### config.mk
export PLATFORM = sky130hd
export DESIGN_NAME = pipe_gen
export DESIGN_NICKNAME = d
export VERILOG_FILES = /design/src/rtl/pipe_gen.sv
export SDC_FILE = /design/constraint.sdc
export NUM_CORES = 1
export LEC_CHECK = 0
export BUFFER_PORTS_ARGS = -buffer_cell sky130_fd_sc_hd__buf_4
export CAP_MARGIN = 30
export CORE_ASPECT_RATIO = 1.75
export CORE_MARGIN = 1.5
export CORE_UTILIZATION = 30
export CTS_BUF_LIST = sky130_fd_sc_hd__clkbuf_8
export CTS_CLUSTER_SIZE = 40
export DETAILED_ROUTE_END_ITERATION = 6
export PLACE_DENSITY = 0.49
export SLEW_MARGIN = 30
export SYNTH_ARGS = -nofsm -noshare
export SYNTH_HDL_FRONTEND = slang
export SYNTH_SLANG_ARGS = --single-unit
### constraint.sdc
create_clock -name clk -period 3.25 [get_ports clk]
set_input_delay 0.1625 -clock clk [delete_from_list [all_inputs] [get_ports clk]]
set_output_delay 0.1625 -clock clk [all_outputs]
set_load 0.01 [all_outputs]
### src/rtl/pipe_gen.sv
// Purpose: column-stream generator for the pipe shift register (slot words + shift strobes, LFSR gaps).
// Latency: registered outputs; a strobe appears the cycle after the frame_tick that wraps a column.
// Backpressure: none; the shift register always accepts a strobe.
module pipe_gen #(
    parameter int          SCROLL_PX      = 2,
    parameter int          COL_PX         = 60,
    parameter int          SLOTS_PER_PIPE = 5,
    parameter int          GAP_MIN        = 40,
    parameter int          GAP_MAX        = 350,
    parameter logic [15:0] SEED           = 16'hACE1,
    parameter int          FLUSH_SLOTS    = 8
) (
    input  logic        clk,
    input  logic        n_rst,
    input  logic        frame_tick,
    input  logic        run,
    output logic [15:0] nxt_pipe,
    output logic        shift_en,
    output logic [5:0]  scroll_off,
    output logic        busy
);

    localparam int SW = (SLOTS_PER_PIPE > 1) ? $clog2(SLOTS_PER_PIPE) : 1;
    localparam int FW = $clog2(FLUSH_SLOTS + 1);

    localparam logic [15:0]   SEED_EFF   = (SEED == 16'h0000) ? 16'h0001 : SEED;
    localparam logic [6:0]    COL7       = 7'(COL_PX);
    localparam logic [6:0]    SCR7       = 7'(SCROLL_PX);
    localparam logic [15:0]   GMIN       = 16'(GAP_MIN);
    localparam logic [15:0]   GRANGE     = 16'(GAP_MAX - GAP_MIN + 1);
    localparam logic [SW-1:0] SLOT_LAST  = SW'(SLOTS_PER_PIPE - 1);
    localparam logic [FW-1:0] FLUSH_DONE = FW'(FLUSH_SLOTS);

    typedef enum logic [1:0] {IDLE, FLUSH, RUN} state_t;

    state_t          state_q, state_d;
    logic            run_q;
    logic [FW-1:0]   flush_q, flush_d;
    logic [SW-1:0]   slot_q, slot_d;
    logic [5:0]      scroll_q, scroll_d;
    logic [15:0]     lfsr_q, lfsr_d;
    logic [15:0]     pipe_q, pipe_d;
    logic            shift_q, shift_d;
    logic            busy_q, busy_d;
    logic [6:0]      s_sum, s_wrap;

    // Fold the low 9 LFSR bits into [GAP_MIN, GAP_MAX]; one subtraction suffices because the range is >= 256.
    function automatic logic [15:0] gap_of(input logic [15:0] l);
        logic [15:0] c;
        c = {7'd0, l[8:0]};
        if (c < GRANGE) return GMIN + c;
        else            return GMIN + c - GRANGE;
    endfunction

    // Galois right-shift step; taps 0xB400 give a maximal sequence that never hits zero.
    function automatic logic [15:0] lfsr_step(input logic [15:0] l);
        return (l >> 1) ^ (l[0] ? 16'hB400 : 16'h0000);
    endfunction

    assign s_sum  = {1'b0, scroll_q} + SCR7;
    assign s_wrap = s_sum - COL7;

    // Next-state and registered-output logic for IDLE/FLUSH/RUN.
    always_comb begin
        state_d  = state_q;
        flush_d  = flush_q;
        slot_d   = slot_q;
        scroll_d = scroll_q;
        lfsr_d   = lfsr_q;
        pipe_d   = 16'd0;
        shift_d  = 1'b0;
        busy_d   = 1'b0;
        case (state_q)
            IDLE: begin
                scroll_d = 6'd0;
                slot_d   = '0;
                if (run && !run_q) begin
                    // First empty slot goes out on entry; flush_cnt counts strobes issued.
                    state_d = FLUSH;
                    flush_d = FW'(1);
                    shift_d = 1'b1;
                    busy_d  = 1'b1;
                end
            end
            FLUSH: begin
                scroll_d = 6'd0;
                slot_d   = '0;
                if (!run) begin
                    state_d = IDLE;
                end else if (flush_q == FLUSH_DONE) begin
                    state_d = RUN;
                end else begin
                    flush_d = flush_q + FW'(1);
                    shift_d = 1'b1;
                    busy_d  = 1'b1;
                end
            end
            RUN: begin
                if (!run) begin
                    // LFSR is kept so the next game gets a different pipe sequence.
                    state_d  = IDLE;
                    scroll_d = 6'd0;
                    slot_d   = '0;
                end else if (frame_tick) begin
                    if (s_sum >= COL7) begin
                        scroll_d = s_wrap[5:0];
                        shift_d  = 1'b1;
                        if (slot_q == '0) begin
                            pipe_d = gap_of(lfsr_q);
                            lfsr_d = lfsr_step(lfsr_q);
                        end
                        slot_d = (slot_q == SLOT_LAST) ? '0 : slot_q + SW'(1);
                    end else begin
                        scroll_d = s_sum[5:0];
                    end
                end
            end
            default: state_d = IDLE;
        endcase
    end

    // State, counters, LFSR and output registers.
    always_ff @(posedge clk or negedge n_rst) begin
        if (!n_rst) begin
            state_q  <= IDLE;
            run_q    <= 1'b0;
            flush_q  <= '0;
            slot_q   <= '0;
            scroll_q <= 6'd0;
            lfsr_q   <= SEED_EFF;
            pipe_q   <= 16'd0;
            shift_q  <= 1'b0;
            busy_q   <= 1'b0;
        end else begin
            state_q  <= state_d;
            run_q    <= run;
            flush_q  <= flush_d;
            slot_q   <= slot_d;
            scroll_q <= scroll_d;
            lfsr_q   <= lfsr_d;
            pipe_q   <= pipe_d;
            shift_q  <= shift_d;
            busy_q   <= busy_d;
        end
    end

    assign nxt_pipe   = pipe_q;
    assign shift_en   = shift_q;
    assign scroll_off = scroll_q;
    assign busy       = busy_q;

endmodule

==> results.rst <==
.. list-table::
   :header-rows: 1

   * - Metric
     - Value
   * - Dominant synthesized flop cell
     - dfrtp_1
   * - Later-pin clock latency in the skew report
     - 0.31 ns
   * - Classification of the worst setup path
     - flop to flop
   * - Post-synthesis share of cell area spent on xor and xnor gates
     - 0.0668
   * - Fin nets
     - 268
   * - Clock tree from TritonCTS
     - yes
   * - Critical register-to-register path endpoint
     - lfsr_q[4]$_DFFE_PN0P_
   * - Input/output buffers
     - 26
   * - Total GRT Usage
     - 0.108
   * - Vert. Die Dim
     - 123 µm
   * - Slew at the pin closest to its max-slew limit
     - 0.549 ns
   * - Total overflow reported by the global router
     - 0
   * - Final clock period utilization by the worst path
     - 0.872
   * - Detailed router's first-iteration violation count
     - 50
   * - Wire length of the first global-routing pass
     - 7.56 mm
   * - Final hold slack
     - 0.283 ns
   * - Number of flip-flops and latches in the synthesized netlist
     - 44
   * - FF/Latch Area
     - 1110 µm²
   * - Post-Synthesis Cell Area
     - 2470 µm²
   * - Starting density of the core
     - 0.310
   * - Die boundary width
     - 71.6 µm
   * - Routed wirelength normalized by instance count
     - 12.7 µm
   * - Highest fanout seen on the critical path
     - 27
   * - Overall die area
     - 8820 µm²
   * - ANT nets after route
     - 0
   * - Average instance area after synthesis
     - 10.5 µm²
   * - Final critical delay including setup and external delays
     - 2.83 ns
   * - Gate Count Post-Synth
     - 235
   * - First-pass detailed-route iteration total
     - 6
   * - Crit path launch type
     - flop
   * - Worst hold path endpoint
     - scroll_off[4]$_DFFE_PN0P_
   * - Max Slew Vio Count
     - 0
   * - Worst setup EP type
     - flop
   * - Cell taking the most area after synthesis
     - dfrtp_1
   * - Syn-to-layout area delta
     - 14.1%
   * - IO Count
     - 28
   * - Leading post-synthesis cells by cell area
     - dfrtp_1 (36%), dfstp_2 (8.5%), ha_1 (5.1%), mux2_4 (4.9%), xor2_1 (3.9%)
   * - Most frequent cell after synthesis
     - dfrtp_1
   * - Total leakage power
     - 1.35 nW
   * - Number of sinks driven by the clock tree
     - 44
   * - Routed vias
     - 1,632
   * - Startpoint of the tightest hold check path
     - frame_tick
   * - Data arrival time of the critical path
     - 3.03 ns
   * - Number of antenna repair diodes
     - 0
   * - VDD IR max
     - 0.152 mV
   * - Number of global-route vias before repair
     - 1,624
   * - Critical register-to-register path startpoint
     - scroll_off[1]$_DFFE_PN0P_
   * - Fraction of final layout cells sized beyond drive strength 1
     - 0.263
   * - Filler instances
     - 824
   * - Vias per Instance
     - 4.73
   * - Endpoint required time on the critical path
     - 3.44 ns
   * - Chain of cells forming the critical path
     - ha_1 -> xor2_2 -> ha_1 -> nand2_1 -> nand2_1 -> a31oi_4 -> or3_1 -> buf_4 -> mux2_2
   * - Detailed-placement wirelength estimate
     - 3.05 mm
   * - Post-synthesis cell type count
     - 47
   * - Setup slack, reg-to-reg
     - 0.42 ns
   * - Worst Skew
     - 0.00959 ns
   * - Min-delay worst type
     - input pin to flop
   * - Core area
     - 7960 µm²
   * - Count of endpoints failing hold in the final timing report
     - 0
   * - WL final
     - 4.39 mm
   * - Synthesized Nets
     - 249
   * - Combinational family with the most area after synthesis
     - compound AO/OA/AOI/OAI gates
   * - Power per Cell Area
     - 378 nW/µm²
   * - Cell at the slowest stage of the critical path
     - dfrtp_1
   * - Largest net degree at the start of global routing
     - 45
   * - Row cnt
     - 43
   * - Setup Total Neg Slack
     - 0 ns
   * - Number of cell instances on the worst register-to-register path
     - 9
   * - Post-synthesis compound-gate area fraction
     - 0.140
   * - Max-capacitance violation count
     - 0
   * - Count of cells along the worst hold path
     - 4
   * - Multiplexer area fraction after synthesis
     - 0.0926
   * - Post-synth EDFFs
     - 0
   * - Num CTS Buffers
     - 5
   * - Number of remaining DRC errors
     - 0
   * - Final RePlAce weighted congestion
     - 0.773
   * - Fraction of the yosys area taken by sequential cells
     - 0.449
   * - Slew headroom
     - 0.634
   * - Buffer type at the clock tree root
     - clkbuf_8
   * - YS warnings
     - 0
   * - Multi-input logic area
     - 1200 µm²
   * - Unrepaired setup endpoints after global routing
     - no
   * - Fmax achieved
     - 353 MHz
   * - Status
     - finished clean
   * - Max Buffers Root-to-Sink
     - 2
   * - Number of endpoints failing setup at the final stage
     - 0
   * - Basic-gate share of the synthesized area counting and, or, nand and nor cells
     - 0.136
   * - Share of async-settable or async-resettable flops after synthesis
     - 1.00
   * - Register clock-pin slew on the reported worst setup and hold paths
     - 0.09 ns
   * - H-Tree Level Count
     - 2
   * - Number of antenna violations at the first check in global routing
     - 0
   * - Top cells by instance count after synthesis
     - dfrtp_1 (36), nor2_1 (24), nand2_1 (14)
   * - Synthesized-area fraction occupied by adder cells
     - 0.0506
   * - Top-area cell type share of the netlist area
     - 0.364
   * - Highest cell delay on the worst timing path
     - 0.50 ns
==> registers in the layout (all words and copies together), names as in the netlist <==
signal,count
scroll_off,5
busy,1
run_q,1
slot_q,3
lfsr_q,16
state_q,2
flush_q,4
shift_en,1
nxt_pipe,11
==> what timing repair did <==
item,in CTS,in global routing
setup buffers,0,0
hold endpoints to repair,37,0
endpoints found under the setup margin,0,0
resized for setup,0,0
hold buffers,2,0
==> layout by cell type (no fill, tap or decap), types with 3 or more instances in the layout <==
master	instances
nand3b_1	3
nand4_1	3
inv_1	11
dfstp_2	8
a21boi_0	3
o21ai_0	10
xor2_1	11
clkbuf_8	6
mux2i_1	3
xnor2_1	6
nor3_1	4
nand2_1	14
mux2_2	7
a21oi_1	12
nor2b_1	3
mux2_4	8
dfrtp_1	36
nand3_1	4
a21o_1	3
ha_1	10
buf_4	28
nor2_1	24
or2_2	3
a22o_1	3
==> critical path: cells and delay by family (launching register included) <==
family / cells / cell delay, ns
adder cells (fa/ha/maj): 2 / 0.59
flip-flops: 1 / 0.50
AND/OR/NAND/NOR: 3 / 0.41
multiplexers: 1 / 0.38
buffers and inverters: 1 / 0.35
AO/OA/AOI/OAI: 1 / 0.25
XOR/XNOR: 1 / 0.22
==> stage by stage <==
step	setup slack (ns)	util	power, W	cell area, µm²	std cells
after floorplan	0.670	-	0.000604	2470	235
after global placement	0.481	0.336	0.000630	2680	335
after detailed placement	0.433	0.336	0.000630	2680	335
after CTS	0.404	0.354	0.00109	2820	345
after global routing	0.194	0.354	0.00112	2820	345
final	0.416	0.354	0.00107	2820	345
==> routing by layer <==
layer / up-vias / share of wire / global-route usage
met5: - / 0 / 0
met4: 0 / 0.024 / 0.0554
met3: 6 / 0.027 / 0.0212
met2: 21 / 0.50 / 0.180
met1: 772 / 0.45 / 0.131
li1: 833 / - / -
==> kinds of logic (layout without fill, tap and decap cells) <==
logic type / Yosys count / count (layout)
AND/OR/NAND/NOR: 69 / 69
AO/OA/AOI/OAI: 46 / 46
flip-flops: 44 / 44
buffers and inverters: 29 / 49
XOR/XNOR: 18 / 18
multiplexers: 18 / 18
adder cells (fa/ha/maj): 10 / 10
other: 1 / 1
==> area by class of cell <==
cell class                      count  area share
Clock buffer                        6      0.0293
Clock inverter                      2      0.0138
Inverter                           11      0.0146
Multi-Input combinational cell    162       0.427
Sequential cell                    44       0.394
Tap cell                           90      0.0399
Timing Repair Buffer               30      0.0816
==> how the worst max path moves through the flow <==
stage / startpoint / end / slack [ns] / depth (start not counted)
finish: scroll_off[1]$_DFFE_PN0P_ / lfsr_q[4]$_DFFE_PN0P_ / 0.42 / 9
global route: scroll_off[1]$_DFFE_PN0P_ / lfsr_q[2]$_DFFE_PN0P_ / 0.19 / 9
CTS: scroll_off[1]$_DFFE_PN0P_ / lfsr_q[2]$_DFFE_PN0P_ / 0.40 / 9
detailed placement: scroll_off[1]$_DFFE_PN0P_ / lfsr_q[2]$_DFFE_PN0P_ / 0.43 / 9
global placement: scroll_off[1]$_DFFE_PN0P_ / lfsr_q[4]$_DFFE_PN0P_ / 0.48 / 9
floorplan: scroll_off[2]$_DFFE_PN0P_ / lfsr_q[12]$_DFFE_PN0P_ / 0.67 / 10
==> power by group <==
part | internal (W) | switching, W
Clock | 0.000251 | 0.000195
Combinational | 0.0000217 | 0.0000274
Sequential | 0.000560 | 0.0000117
Power figures use the tool's default switching activity.
